`config.mk`:
```
export PLATFORM = sky130hd
export DESIGN_NAME = regfile_wb_scoreboard
export DESIGN_NICKNAME = d
export VERILOG_FILES = /design/src/rtl/regfile_wb_scoreboard.sv
export SDC_FILE = /design/constraint.sdc
export NUM_CORES = 1
export LEC_CHECK = 0
export CAP_MARGIN = 40
export CORE_AREA = 3 3 121 135
export DETAILED_ROUTE_END_ITERATION = 8
export DIE_AREA = 0 0 124 138
export PLACE_DENSITY = 0.71
export SYNTH_ARGS = -nofsm -noshare
export SYNTH_HDL_FRONTEND = slang
export SYNTH_SLANG_ARGS = --single-unit
```
`constraint.sdc`:
```
create_clock -name clk -period 4.32 [get_ports clk]
set_input_delay 0.432 -clock clk [delete_from_list [all_inputs] [get_ports clk]]
set_output_delay 0.432 -clock clk [all_outputs]
set_load 0.005 [all_outputs]
```
`src/rtl/regfile_wb_scoreboard.sv`:
```
// Register-file write-port arbiter (WB priority over a buffered LU return path) plus a
// pending-destination scoreboard that stalls ID on hazards. Optional macro: SB_BYPASS_EN.
module regfile_wb_scoreboard #(
    parameter int unsigned LU_FIFO_DEPTH = 2,
    parameter int unsigned MAX_PENDING   = 8
) (
    input  logic        clk,
    input  logic        rst_n,
    input  logic        id_rs_en,
    input  logic [4:0]  id_rs_addr,
    input  logic        id_rt_en,
    input  logic [4:0]  id_rt_addr,
    input  logic        id_issue_valid,
    input  logic        id_issue_long,
    input  logic [4:0]  id_issue_dest,
    output logic        stall_out,
    input  logic        wb_wr_en,
    input  logic [4:0]  wb_wr_addr,
    input  logic [31:0] wb_wr_data,
    input  logic        lu_valid,
    output logic        lu_ready,
    input  logic [4:0]  lu_addr,
    input  logic [31:0] lu_data,
    output logic        rf_wr_en,
    output logic [4:0]  rf_wr_addr,
    output logic [31:0] rf_wr_data,
    output logic [5:0]  pending_cnt,
    output logic        err_waw
);

    localparam int unsigned PTR_W = (LU_FIFO_DEPTH > 1) ? $clog2(LU_FIFO_DEPTH) : 1;
    localparam int unsigned CNT_W = PTR_W + 1;

    logic [31:0]      pend_q;
    logic [31:0]      pend_d;
    logic [31:0]      pend_raw;
    logic [31:0]      wr_mask;
    logic [4:0]       fifo_addr [LU_FIFO_DEPTH];
    logic [31:0]      fifo_data [LU_FIFO_DEPTH];
    logic [PTR_W-1:0] rd_ptr;
    logic [PTR_W-1:0] wr_ptr;
    logic [CNT_W-1:0] count;
    logic [4:0]       head_addr;
    logic             push;
    logic             pop;
    logic             set_pend;
    logic             clr_pend;
    logic             long_issue;

    assign head_addr  = fifo_addr[rd_ptr];
    assign lu_ready   = (count < CNT_W'(LU_FIFO_DEPTH));
    assign push       = lu_valid && lu_ready && (lu_addr != 5'd0);
    assign pop        = !wb_wr_en && (count != '0);
    assign long_issue = id_issue_valid && id_issue_long;
    assign set_pend   = long_issue && !stall_out && (id_issue_dest != 5'd0);
    assign clr_pend   = pop && pend_q[head_addr];

    // Write-port arbitration: WB always wins, FIFO head drains on idle WB cycles
    always_comb begin
        rf_wr_en   = 1'b0;
        rf_wr_addr = 5'd0;
        rf_wr_data = 32'd0;
        if (wb_wr_en) begin
            rf_wr_en   = 1'b1;
            rf_wr_addr = wb_wr_addr;
            rf_wr_data = wb_wr_data;
        end else if (pop) begin
            rf_wr_en   = 1'b1;
            rf_wr_addr = head_addr;
            rf_wr_data = fifo_data[rd_ptr];
        end
    end

    // RAW view of the scoreboard; the bypass build hides the register being drained now
    always_comb begin
        wr_mask = 32'd0;
        if (pop) begin
            wr_mask[head_addr] = 1'b1;
        end
`ifdef SB_BYPASS_EN
        pend_raw = pend_q & ~wr_mask;
`else
        pend_raw = pend_q;
`endif
    end

    always_comb begin
        stall_out = 1'b0;
        if ((id_rs_en && pend_raw[id_rs_addr]) || (id_rt_en && pend_raw[id_rt_addr])) begin
            stall_out = 1'b1;
        end
        if (long_issue && (pend_q[id_issue_dest] || (pending_cnt == 6'(MAX_PENDING)))) begin
            stall_out = 1'b1;
        end
    end

    always_comb begin
        pend_d = pend_q;
        if (set_pend) begin
            pend_d[id_issue_dest] = 1'b1;
        end
        if (clr_pend) begin
            pend_d[head_addr] = 1'b0;
        end
        pend_d[0] = 1'b0;
    end

    always_ff @(posedge clk or negedge rst_n) begin
        if (!rst_n) begin
            pend_q      <= 32'd0;
            pending_cnt <= 6'd0;
            err_waw     <= 1'b0;
        end else begin
            pend_q <= pend_d;
            if (set_pend && !clr_pend) begin
                pending_cnt <= pending_cnt + 6'd1;
            end else if (clr_pend && !set_pend) begin
                pending_cnt <= pending_cnt - 6'd1;
            end
            if (wb_wr_en && (wb_wr_addr != 5'd0) && pend_q[wb_wr_addr]) begin
                err_waw <= 1'b1;
            end
        end
    end

    // FIFO control; pointers wrap naturally since the depth is a power of two
    always_ff @(posedge clk or negedge rst_n) begin
        if (!rst_n) begin
            rd_ptr <= '0;
            wr_ptr <= '0;
            count  <= '0;
        end else begin
            if (push) begin
                wr_ptr <= wr_ptr + PTR_W'(1);
            end
            if (pop) begin
                rd_ptr <= rd_ptr + PTR_W'(1);
            end
            if (push && !pop) begin
                count <= count + CNT_W'(1);
            end else if (pop && !push) begin
                count <= count - CNT_W'(1);
            end
        end
    end

    // Payload storage needs no reset: entries are only read when count says they are valid
    always_ff @(posedge clk) begin
        if (push) begin
            fifo_addr[wr_ptr] <= lu_addr;
            fifo_data[wr_ptr] <= lu_data;
        end
    end

endmodule

```
==> impl_summary.txt, run 1 <==
----------------------------------------------------
[Status]
  Run status ... finished clean

[CTS]
  Clock Root Buffer ... sky130_fd_sc_hd__clkbuf_16
  Maximum number of buffers from clock root to sink ... 2
  Total of cells resized after clock tree synthesis ... 0
  TritonCTS Buffers ... 17
  Clock slew at the register clock pins of the worst setup and hold paths ... 60 ps
  Source-to-sink clock delay at the later pin of the worst-skew pair ... 420 ps
  Clock sink count ... ~120
  Clock tree from TritonCTS ... done
  Number of buffers added to fix hold violations after cts ... 1
  Setup repair bufs after CTS ... 0
  Maximum level of the CTS H-tree ... 4

[STA]
  Min Clock Period, post-route ... 4010 ps
  Final Setup Violations ... 0
  Layout Skew ... 6.54 ps
  Number of pins exceeding their max-slew limit in the final report ... 0
  TNS Setup ... 0 ps
  Worst relative slew slack ... between 50% and 60%
  Final setup margin ... 305 ps
  Unrepaired setup endpoints after global routing ... no
  Number of hold-slack violations in the final timing report ... 0
  Peak Freq ... 249 MHz
  Worst slew pin tran ... 633 ps
  Share of the clock period used by the worst path ... 92.9%

[Yosys]
  Sequential-to-total area share from yosys stat ... 48.8%
  Synth Area in Simple Gates ... between 10% and 20%
  Main combinational cell family by area after synthesis ... multiplexers
  Synthesized area divided by synthesized cell count ... 11.8 sq um
  Netlist Area Pre-Place ... 6700 sq um
  Synth cell types ... 61
  Number of enable-type register cells in the synthesized netlist ... 74
  Count of synthesis-stage warnings from yosys ... 0
  Cells after Synth ... 568
  Post-synthesis xor/xnor area fraction ... ~1.4%
  Post-Syn Nets ... 672
  Post-synth top flop ... sky130_fd_sc_hd__edfxtp_1
  Post-synthesis register bit count ... 116
  Area share of fa/ha/maj cells after synthesis ... 1.42%
  Fraction of the mapped netlist area in compound gates ... 12.6%
  Fraction of synthesized area in multiplexers ... 19.3%
  Share of synthesized registers carrying an async set or reset ... 36.2%

[GRT]
  Overflow left after global routing ... 0
  Maximum number of pins on one net before global-route repair ... 40
  Vias in the first global route ... 5883
  Wire length of the first global-routing pass ... about 31000 um
  Overall global routing resource usage ... 23.6%
  Antenna violations before repair ... 0

[Critical path]
  Logic depth of the worst register-to-register path ... 16
  Slowest cell on the critical path ... sky130_fd_sc_hd__mux2_2
  Register-to-register setup slack ... 310 ps
  Reg2reg start ... rd_ptr
  Number of stages on the worst setup path ... 16
  Req. time, crit path ... 4620 ps
  Critical path's top delay family ... multiplexers
  RR Endpoint ... pending_cnt[5]
  CP arrival ... 4320 ps
  Startpoint class of the critical path ... flop
  CP cell instances ... mux2_2 > mux4_2 > or2_2 > o211ai_1 > nor4_4 > inv_1 > ha_1 > inv_1 > ha_1 > a21o_1 > a21oi_1 > o21bai_1 > a21oi_1 > xnor2_1 > nor2_1 > xor2_1
  Crit path largest cell delay ... 550 ps
  Buf/Inv on CP ... 2
  Worst setup path startpoint ... rd_ptr
  Critical path fanouts, max ... 21
  Critical setup path kind ... flop to flop
  Critical path endpoint category ... flop

[Placement]
  DPL Wire Length ... around 14000 um
  Count of input and output buffers ... between 100 and 150
  Post-place setup slack ... -68.9 ps
  Global placer's final weighted congestion ... 0.938

[Floorplan]
  IO Pins ... 144
  Die Y-Extent ... about 140 um
  Initial cell density of the core ... 44.5%
  Die Area ... 17100 sq um
  Die width ... ~120 um
  Placeable core region ... around 15000 sq um
  Standard-cell row count ... 47

[Routing]
  Via density per instance ... roughly 6.0
  Number of remaining DRC errors ... 0
  TritonRoute pass-1 iters ... 5
  Post-DRT Antenna Nets ... 0
  Initial DRC Count ... roughly 380
  Wire length per cell after detailed routing ... 21.2 um
  Via count of the routed design ... 5569
  Routed Wire Length ... approximately 20000 um

[Pwr]
  Power Density ... between 500 and 600 nW/um^2
  Peak supply drop ... 0.376 mV
  Total power draw ... 5.29 mW
  Static Leak ... 3.44 nW

[Cells and area]
  Final core utilization ... 60.7%
  Signed area change from the synthesized netlist to the final layout ... 36.3%
  Layout cell share with drive strength beyond 1 ... 14.4%
  Number of nets at the end of the flow ... 826
  Number of antenna repair diodes ... 0
  Number of filler instances in the final layout ... 1228

[Min path]
  Classification of the worst-slack hold path ... input pin to async pin

[Job]
  Maximum capacitance violations ... 0

----------------------------------------------------
==> logic make-up (layout without fill, tap and decap cells) <==
kind of cell / count (synthesis) / in the layout
AOI/OAI and AO/OA: 121 / 121
xor gates and xnor gates: 11 / 11
adders and majority gates: 7 / 7
buffers and inverters: 49 / 216
DFF: 116 / 116
muxes: 91 / 91
and+or+nand+nor: 173 / 173
==> report_power, final <==
part           internal [mW]  switching [mW]
Combinational          0.980           0.914
Clock                   1.09           0.534
Sequential              1.46           0.306
Total                   3.53            1.75
==> routing by layer <==
metal,vias to the layer above,part of all wire [%],GRT usage [%]
met3,66,10,7.64
met5,-,0,0
li1,2516,-,-
met2,330,48,37.4
met1,2657,38,29.5
met4,0,3.7,10.6
==> through the flow <==
| stage | hold slack (ps) | instance area (sq um) | instances |
|---|---|---|---|
| after floorplan | 136 | 6700 | 568 |
| after global placement | 448 | 8390 | 895 |
| after detailed placement | 271 | 8450 | 898 |
| after CTS | 363 | 9140 | 931 |
| after global routing | 398 | 9140 | 931 |
| final | 373 | 9140 | 931 |
==> layout by cell type (no fill, tap or decap), types with 3 or more instances in the layout <==
cell type and count:
sky130_fd_sc_hd__o221ai_1 3, sky130_fd_sc_hd__o22ai_1 3, sky130_fd_sc_hd__nor2_1 17, sky130_fd_sc_hd__mux2i_1 55, sky130_fd_sc_hd__a22o_1 4, sky130_fd_sc_hd__a21oi_1 12
sky130_fd_sc_hd__edfxtp_1 74, sky130_fd_sc_hd__mux4_1 3, sky130_fd_sc_hd__nand2_1 73, sky130_fd_sc_hd__a21o_1 5, sky130_fd_sc_hd__nor2b_1 6, sky130_fd_sc_hd__nand3b_1 7
sky130_fd_sc_hd__a31oi_1 4, sky130_fd_sc_hd__a32oi_1 3, sky130_fd_sc_hd__nand3_1 19, sky130_fd_sc_hd__o22a_1 20, sky130_fd_sc_hd__nor3b_1 3, sky130_fd_sc_hd__buf_4 26
sky130_fd_sc_hd__nor4_1 20, sky130_fd_sc_hd__or3_1 3, sky130_fd_sc_hd__clkbuf_16 17, sky130_fd_sc_hd__bufinv_16 6, sky130_fd_sc_hd__buf_12 3, sky130_fd_sc_hd__inv_1 11
sky130_fd_sc_hd__xor2_1 4, sky130_fd_sc_hd__clkdlybuf4s50_1 142, sky130_fd_sc_hd__dfrtp_1 41, sky130_fd_sc_hd__o21ai_0 39, sky130_fd_sc_hd__ha_1 6, sky130_fd_sc_hd__nand2b_1 5
sky130_fd_sc_hd__a32o_1 6, sky130_fd_sc_hd__or3b_2 3, sky130_fd_sc_hd__xnor2_1 7, sky130_fd_sc_hd__inv_6 4, sky130_fd_sc_hd__mux2_2 6, sky130_fd_sc_hd__o21a_1 5
sky130_fd_sc_hd__mux4_2 26, sky130_fd_sc_hd__nor3_1 6
==> cell usage after synthesis (all sizes together), types with 3 or more instances <==
master,instances,area share [%]
edfxtp,74,33
nand2,73,4.1
mux2i,55,8.2
dfrtp,42,16
o21ai,39,2.9
mux4,29,9.9
clkbuf,23,1.4
nor4,21,2.2
o22a,20,2.6
nand3,19,1.4
nor2,17,0.95
buf,15,1.4
a21oi,12,0.90
inv,11,0.62
mux2,7,1.2
nand3b,7,0.78
nor2b,7,0.65
xnor2,7,0.91
a32o,6,0.90
ha,6,1.1
nor3,6,0.45
a21o,5,0.56
nand2b,5,0.47
o21a,5,0.56
a22o,4,0.52
a31oi,4,0.37
xor2,4,0.52
a32oi,3,0.39
nor3b,3,0.34
o221ai,3,0.39
o22ai,3,0.28
or2,3,0.28
or3,3,0.28
or3b,3,0.39
==> worst max-delay path by stage <==
stage | to | slack (ps)
finish | pending_cnt[5] | 310
global route | pending_cnt[5] | 10
CTS | pending_cnt[5] | 340
detailed placement | pending_cnt[5] | -70
global placement | pending_cnt[5] | 50
floorplan | pending_cnt[5] | 310
==> registers in the layout, indices dropped and copies added (netlist names) <==
| register | cells |
|---|---|
| fifo_data | 64 |
| pend_q | 31 |
| fifo_addr | 10 |
| pending_cnt | 6 |
| count | 2 |
| err_waw | 1 |
| rd_ptr | 1 |
| wr_ptr | 1 |
==> final cells by class <==
type                       count  area [sq um]  area share [%]
inverter                      11          41.3           0.452
clock buffer                  18           429            4.70
clock inverter                14           248            2.71
tap                          196           245            2.68
multi-input combinational    403          3210            35.1
sequential                   116          3270            35.8
timing repair buffer         173          1690            18.5
Power figures use the tool's default switching activity.
==> inputs of run 2 (changes only) <==
--- a/config.mk
+++ b/config.mk
@@ -10,6 +10,7 @@
 export DETAILED_ROUTE_END_ITERATION = 8
 export DIE_AREA = 0 0 124 138
 export PLACE_DENSITY = 0.71
+export SKIP_LAST_GASP = 1
 export SYNTH_ARGS = -nofsm -noshare
 export SYNTH_HDL_FRONTEND = slang
 export SYNTH_SLANG_ARGS = --single-unit
==> constraint.sdc (replaced) <==
create_clock -name clk -period 4.8 [get_ports clk]
set_input_delay 0.48 -clock clk [delete_from_list [all_inputs] [get_ports clk]]
set_output_delay 0.48 -clock clk [all_outputs]
set_load 0.005 [all_outputs]
==> run 2 against run 1 <==
Routed wire length down 4.5%. Critical endpoint unchanged. Power down 16%. Largest cell class unchanged. Critical path type is now input pin to flop. Highest routed layer unchanged. Core utilization down 1.4 points. Clock skew up 3.0 ps.
==> impl_summary.txt, run 2 (synthesis gave the netlist of run 1 again) <==
----------------------------------------------------
[Critical path]
  Critical path fanouts, max ... 6 (was 21)
  Reg2reg start ... rd_ptr (unchanged)
  Startpoint class of the critical path ... input pin (was flop)
  CP arrival ... 4410 ps (was 4320 ps)
  Critical path endpoint category ... flop (unchanged)
  Critical setup path kind ... input pin to flop (was flop to flop)
  Req. time, crit path ... 5100 ps (was 4620 ps)
  Worst setup path startpoint ... id_rs_addr[2] (was rd_ptr)

[Cells and area]
  Number of antenna repair diodes ... 0 (unchanged)
  Register cell area after layout ... 3270 sq um (unchanged)
  Top flop regs ... fifo_data: 64 flops, pend_q: 31 flops, fifo_addr: 10 flops (unchanged)
  Most common library cell in the layout ignoring fill and taps ... sky130_fd_sc_hd__clkdlybuf4s50_1 (unchanged)
  Register with the most flip-flops ... fifo_data (unchanged)
  Number of filler instances in the final layout ... 1270 (was 1228)
  Commonest non-fill, non-tap cells in the layout ... sky130_fd_sc_hd__clkdlybuf4s50_1, sky130_fd_sc_hd__edfxtp_1, sky130_fd_sc_hd__nand2_1 (unchanged)
  Layout cell share with drive strength beyond 1 ... 12.6% (was 14.4%)
  Combined area of the multi-input logic cells ... 3210 sq um (unchanged)
  Number of flip-flops in the largest register ... 64 (unchanged)
  Number of nets at the end of the flow ... 814 (was 826)
  Signed area change from the synthesized netlist to the final layout ... 33.1% (was 36.3%)
  Final core utilization ... 59.3% (was 60.7%)

[STA]
  Peak Freq ... approximately 240 MHz
  Unrepaired setup endpoints after global routing ... no (unchanged)
  Number of pins exceeding their max-slew limit in the final report ... 0 (unchanged)
  Layout Skew ... 9.53 ps (was 6.54 ps)
  Worst relative slew slack ... 58.9% (was 57.7%)
  Final Setup Violations ... 0 (unchanged)
  TNS Setup ... 0 ps (unchanged)
  Final setup margin ... 689 ps (was 305 ps)
  Worst slew pin tran ... 615 ps (was 633 ps)
  Tightest hold margin ... 436 ps (was 373 ps)
  Min Clock Period, post-route ... around 4000 ps
  Number of hold-slack violations in the final timing report ... 0 (unchanged)
  Share of the clock period used by the worst path ... 85.6%

[Routing]
  Via density per instance ... 5.98 (about the same)
  Number of remaining DRC errors ... 0 (unchanged)
  Routed Wire Length ... 18800 um (was 19700 um)
  Via count of the routed design ... 5493 (was 5569)
  Wire length per cell after detailed routing ... 20.5 um (was 21.2 um)
  Initial DRC Count ... 350 (was 382)
  TritonRoute pass-1 iters ... 5 (unchanged)
  Post-DRT Antenna Nets ... 0 (unchanged)

[Job]
  Maximum capacitance violations ... 0 (unchanged)

[Floorplan]
  Die width ... 124 um (unchanged)
  Standard-cell row count ... 47 (unchanged)
  IO Pins ... 144 (unchanged)
  Die Area ... 17100 sq um (unchanged)
  Die Y-Extent ... 138 um (unchanged)
  Placeable core region ... 15100 sq um (unchanged)
  Initial cell density of the core ... 44.5% (unchanged)

[CTS]
  Maximum level of the CTS H-tree ... 4 (unchanged)
  Clock Root Buffer ... sky130_fd_sc_hd__clkbuf_16 (unchanged)
  Source-to-sink clock delay at the later pin of the worst-skew pair ... 420 ps (about the same)
  Setup repair bufs after CTS ... 0 (unchanged)
  TritonCTS Buffers ... 17 (unchanged)
  Clock sink count ... 116 (unchanged)
  Clock tree from TritonCTS ... done (unchanged)
  Clock slew at the register clock pins of the worst setup and hold paths ... 60 ps (about the same)
  Maximum number of buffers from clock root to sink ... 2 (unchanged)

[GRT]
  Overall global routing resource usage ... 22.4% (was 23.6%)
  Vias in the first global route ... 5688 (was 5883)
  Overflow left after global routing ... 0 (unchanged)
  Maximum number of pins on one net before global-route repair ... 40 (unchanged)
  Wire length of the first global-routing pass ... 29700 um (was 31300 um)
  Antenna violations before repair ... 0 (unchanged)

[Placement]
  Post-place setup slack ... 264 ps (was -68.9 ps)
  Count of input and output buffers ... 143 (unchanged)
  DPL Wire Length ... 13500 um (was 14100 um)
  Global placer's final weighted congestion ... 0.898 (was 0.938)

[Min path]
  Classification of the worst-slack hold path ... input pin to async pin (unchanged)

[Pwr]
  Power Density ... 496 nW/um^2 (was 578 nW/um^2)
  Peak supply drop ... 0.264 mV (was 0.376 mV)
  Static Leak ... 3.32 nW (was 3.44 nW)
  Total power draw ... 4.42 mW (was 5.29 mW)

[Status]
  Run status ... finished clean (unchanged)

----------------------------------------------------
==> run 2: cell type report <==
cell class / instances / share of cell area, %
clock buffers: 17 / 4.77
clock inverters: 15 / 1.44
inverters: 11 / 0.463
multi-input cells: 403 / 36.0
flip-flops and latches: 116 / 36.7
well taps: 196 / 2.75
repair buffers: 161 / 17.9
==> run 2: power by group <==
part           internal [mW]  total, mW  switching [mW]
clock network          0.711       1.18           0.471
registers               1.32       1.57           0.258
logic                  0.857       1.67           0.810
==> run 2: timing repair <==
item                      CTS  global route
resized for setup           0             0
hold endpoints to repair    6             0
hold buffers                1             0
==> run 2: worst paths after layout <==
kind	slack (ps)	cells past startpoint	to
setup / recovery	690	16	pending_cnt[5]
setup reg to reg	750	17	pending_cnt[5]
hold / removal	440	2	pending_cnt[4]
hold reg to reg	450	1	err_waw
min in group clk	450	1	err_waw
max in group asynchronous	3900	3	rd_ptr
==> run 2: critical path: stages <==
cell                              delay (ps)
sky130_fd_sc_hd__clkdlybuf4s50_1         630
sky130_fd_sc_hd__mux4_1                  590
sky130_fd_sc_hd__mux2_2                  280
sky130_fd_sc_hd__a211o_1                 290
sky130_fd_sc_hd__a32o_1                  290
sky130_fd_sc_hd__a211oi_1                230
sky130_fd_sc_hd__ha_1                    210
sky130_fd_sc_hd__inv_1                   120
sky130_fd_sc_hd__ha_1                    290
sky130_fd_sc_hd__a21o_1                  170
sky130_fd_sc_hd__a21oi_1                 220
sky130_fd_sc_hd__o21bai_1                110
sky130_fd_sc_hd__a21oi_1                 180
sky130_fd_sc_hd__xnor2_1                 130
sky130_fd_sc_hd__nor2_1                   60
sky130_fd_sc_hd__xor2_1                  140
==> run 2: per-stage QoR <==
stage | cell area [sq um] | std cells
2_1_floorplan | 6700 | 568
3_3_place_gp | 8300 | 883
3_5_place_dp | 8360 | 886
4_1_cts | 8930 | 919
5_1_grt | 8930 | 919
6_report | 8930 | 919
==> run 2: per-layer routing <==
layer / wire [um] / GRT usage (%) / vias up
li1: - / - / 2489
met3: 1880 / 7.19 / 60
met2: 8980 / 34.8 / 319
met5: 0 / 0 / -
met4: 709 / 11.1 / 0
met1: 7280 / 28.1 / 2625
==> inputs of run 3 (changes only) <==
--- a/config.mk
+++ b/config.mk
@@ -6,9 +6,9 @@
 export NUM_CORES = 1
 export LEC_CHECK = 0
 export CAP_MARGIN = 40
-export CORE_AREA = 3 3 121 135
+export CORE_AREA = 3 3 127 129
 export DETAILED_ROUTE_END_ITERATION = 8
-export DIE_AREA = 0 0 124 138
+export DIE_AREA = 0 0 130 132
 export PLACE_DENSITY = 0.71
 export SKIP_LAST_GASP = 1
 export SYNTH_ARGS = -nofsm -noshare
==> run 3 against run 2 <==
First-iteration DRC count increased by 21%. Combinational power about the same. Via count increased by 1.8%. Sequential power grew 3%. Critical path depth did not move. Sequential share of layout area fell by 0.056 points. Register-to-register slack worse by 140 ps. Count of clock-buffer cells in the layout rose by 1. Power increased by 3.3%. Clock power grew 9%. Largest cell class unchanged. Global-route usage grew 1.7 points. Cell area is 0.15% higher.
==> impl_summary.txt, run 3 (synthesis gave the netlist of run 1 again) <==
----------------------------------------------------
[Critical path]
  Slowest cell on the critical path ... sky130_fd_sc_hd__clkdlybuf4s50_1 (unchanged)
  Critical path fanouts, max ... 6 (unchanged)
  Critical setup path kind ... input pin to flop (unchanged)
  CP arrival ... 4500 ps (was 4410 ps)
  Req. time, crit path ... 5100 ps (about the same)
  Critical path's top delay family ... compound AO/OA/AOI/OAI gates (unchanged)
  CP cell instances ... clkdlybuf4s50_1 > mux4_1 > mux2_2 > a211o_1 > a32o_1 > a211oi_1 > ha_1 > inv_1 > ha_1 > a21o_1 > a21oi_1 > o21bai_1 > a21oi_1 > xnor2_1 > nor2_1 > xor2_1 (unchanged)
  Buf/Inv on CP ... 2 (unchanged)
  Critical path endpoint category ... flop (unchanged)
  Startpoint class of the critical path ... input pin (unchanged)
  Crit path largest cell delay ... 600 ps (was 630 ps)

[CTS]
  Maximum level of the CTS H-tree ... 4 (unchanged)
  Clock Root Buffer ... sky130_fd_sc_hd__clkbuf_16 (unchanged)
  Clock tree from TritonCTS ... done (unchanged)
  TritonCTS Buffers ... 17 (unchanged)
  Maximum number of buffers from clock root to sink ... 2 (unchanged)
  Clock sink count ... 116 (unchanged)
  Clock slew at the register clock pins of the worst setup and hold paths ... 60 ps (about the same)
  Source-to-sink clock delay at the later pin of the worst-skew pair ... 430 ps (was 420 ps)

[STA]
  Worst relative slew slack ... 54.5% (was 58.9%)
  Number of hold-slack violations in the final timing report ... 0 (unchanged)
  Final Setup Violations ... 0 (unchanged)
  Min Clock Period, post-route ... 4200 ps (was 4110 ps)
  Worst slew pin tran ... 678 ps (was 615 ps)
  Peak Freq ... 238 MHz (was 243 MHz)
  TNS Setup ... 0 ps (unchanged)
  Unrepaired setup endpoints after global routing ... no (unchanged)
  Tightest hold margin ... 453 ps (was 436 ps)
  Layout Skew ... 10.6 ps (was 9.53 ps)
  Number of pins exceeding their max-slew limit in the final report ... 0 (unchanged)
  Share of the clock period used by the worst path ... 87.5% (was 85.6%)

[Floorplan]
  Die Area ... 17200 sq um (was 17100 sq um)
  Initial cell density of the core ... 44.3% (was 44.5%)
  Standard-cell row count ... 45 (was 47)
  Die width ... 130 um (was 124 um)
  Die Y-Extent ... 132 um (was 138 um)
  Placeable core region ... 15100 sq um (about the same)
  IO Pins ... 144 (unchanged)

[Pwr]
  Static Leak ... 3.34 nW (was 3.32 nW)
  Power Density ... 511 nW/um^2 (was 496 nW/um^2)
  Peak supply drop ... 0.267 mV (was 0.264 mV)

[Cells and area]
  Commonest non-fill, non-tap cells in the layout ... sky130_fd_sc_hd__clkdlybuf4s50_1, sky130_fd_sc_hd__edfxtp_1, sky130_fd_sc_hd__nand2_1 (unchanged)
  Combined area of the multi-input logic cells ... 3210 sq um (about the same)
  Top flop regs ... fifo_data: 64 flops, pend_q: 31 flops, fifo_addr: 10 flops (unchanged)
  Final core utilization ... 59.0% (was 59.3%)
  Number of antenna repair diodes ... 0 (unchanged)
  Number of filler instances in the final layout ... 1227 (was 1270)
  Most common library cell in the layout ignoring fill and taps ... sky130_fd_sc_hd__clkdlybuf4s50_1 (unchanged)
  Register cell area after layout ... 3270 sq um (unchanged)
  Layout cell share with drive strength beyond 1 ... 12.7% (was 12.6%)
  Number of flip-flops in the largest register ... 64 (unchanged)
  Signed area change from the synthesized netlist to the final layout ... 33.4% (was 33.1%)
  Register with the most flip-flops ... fifo_data (unchanged)
  Number of nets at the end of the flow ... 813 (was 814)

[Min path]
  Classification of the worst-slack hold path ... input pin to async pin (unchanged)

[Routing]
  Initial DRC Count ... 424 (was 350)
  Met2 wire length ... 9700 um (was 8980 um)
  Met3 Wirelength ... 1950 um (was 1880 um)
  Routed Wire Length ... 20300 um (was 18800 um)
  Post-DRT Antenna Nets ... 0 (unchanged)
  Wire length per cell after detailed routing ... 22.3 um (was 20.5 um)
  Routed length on met1 ... 7760 um (was 7280 um)
  TritonRoute pass-1 iters ... 4 (was 5)
  Via count of the routed design ... 5590 (was 5493)
  Via density per instance ... 6.14 (was 5.98)
  Number of remaining DRC errors ... 0 (unchanged)
  Highest metal layer with signal wires ... met4 (unchanged)

[Placement]
  Global placer's final weighted congestion ... 1.00 (was 0.898)
  DPL Wire Length ... 14500 um (was 13500 um)
  Count of input and output buffers ... 143 (unchanged)

[GRT]
  Maximum number of pins on one net before global-route repair ... 40 (unchanged)
  Wire length of the first global-routing pass ... 31700 um (was 29700 um)
  Antenna violations before repair ... 0 (unchanged)
  Overall global routing resource usage ... 24.2% (was 22.4%)
  Vias in the first global route ... 5759 (was 5688)
  Overflow left after global routing ... 0 (unchanged)

[Status]
  Run status ... finished clean (unchanged)

[Job]
  Maximum capacitance violations ... 0 (unchanged)

----------------------------------------------------
==> run 3: worst paths after layout <==
kind	depth (start not counted)	slack, ps	start	to
max	16	600	id_rs_addr[2]	pending_cnt[5]
min	2	450	rst_n	err_waw
max reg2reg	17	610	rd_ptr	pending_cnt[5]
min reg2reg	1	460	err_waw	err_waw
max in group asynchronous	3	3890	rst_n	pend_q[30]
min in group clk	1	460	err_waw	err_waw
==> run 3: area by class of cell <==
class                      count  area share [%]
clock buffer                  18            4.80
multi-input combinational    403            35.9
tap                          188            2.63
sequential                   116            36.6
inverter                      11           0.462
timing repair buffer         160            17.7
clock inverter                14            1.90
==> run 3: metrics by stage <==
step	cells	power [mW]	setup slack (ps)	area, sq um
2_1_floorplan	568	2.55	747	6700
3_3_place_gp	875	3.21	364	8290
3_5_place_dp	877	3.28	169	8330
4_1_cts	910	4.58	583	8940
5_1_grt	910	4.79	231	8940
6_report	910	4.57	602	8940
==> run 3: repair_timing <==
item                                   CTS  global route
resized for setup                        0             0
endpoints found under the hold margin    6             0
hold buffers                             1             0
setup buffers                            0             0
==> run 3: metal layers <==
layer | GRT usage (%) | up-vias
met5 | 0 | -
met4 | 11.6 | 0
met3 | 7.98 | 77
met2 | 38.7 | 311
met1 | 29.3 | 2704
li1 | - | 2498
==> run 3: report_power, final <==
group | leakage [nW] | total, mW | internal [mW] | switching [mW]
Clock | 0.288 | 1.29 | 0.782 | 0.505
Sequential | 1.22 | 1.62 | 1.32 | 0.306
Combinational | 1.84 | 1.66 | 0.849 | 0.812
Total | 3.34 | 4.57 | 2.95 | 1.62
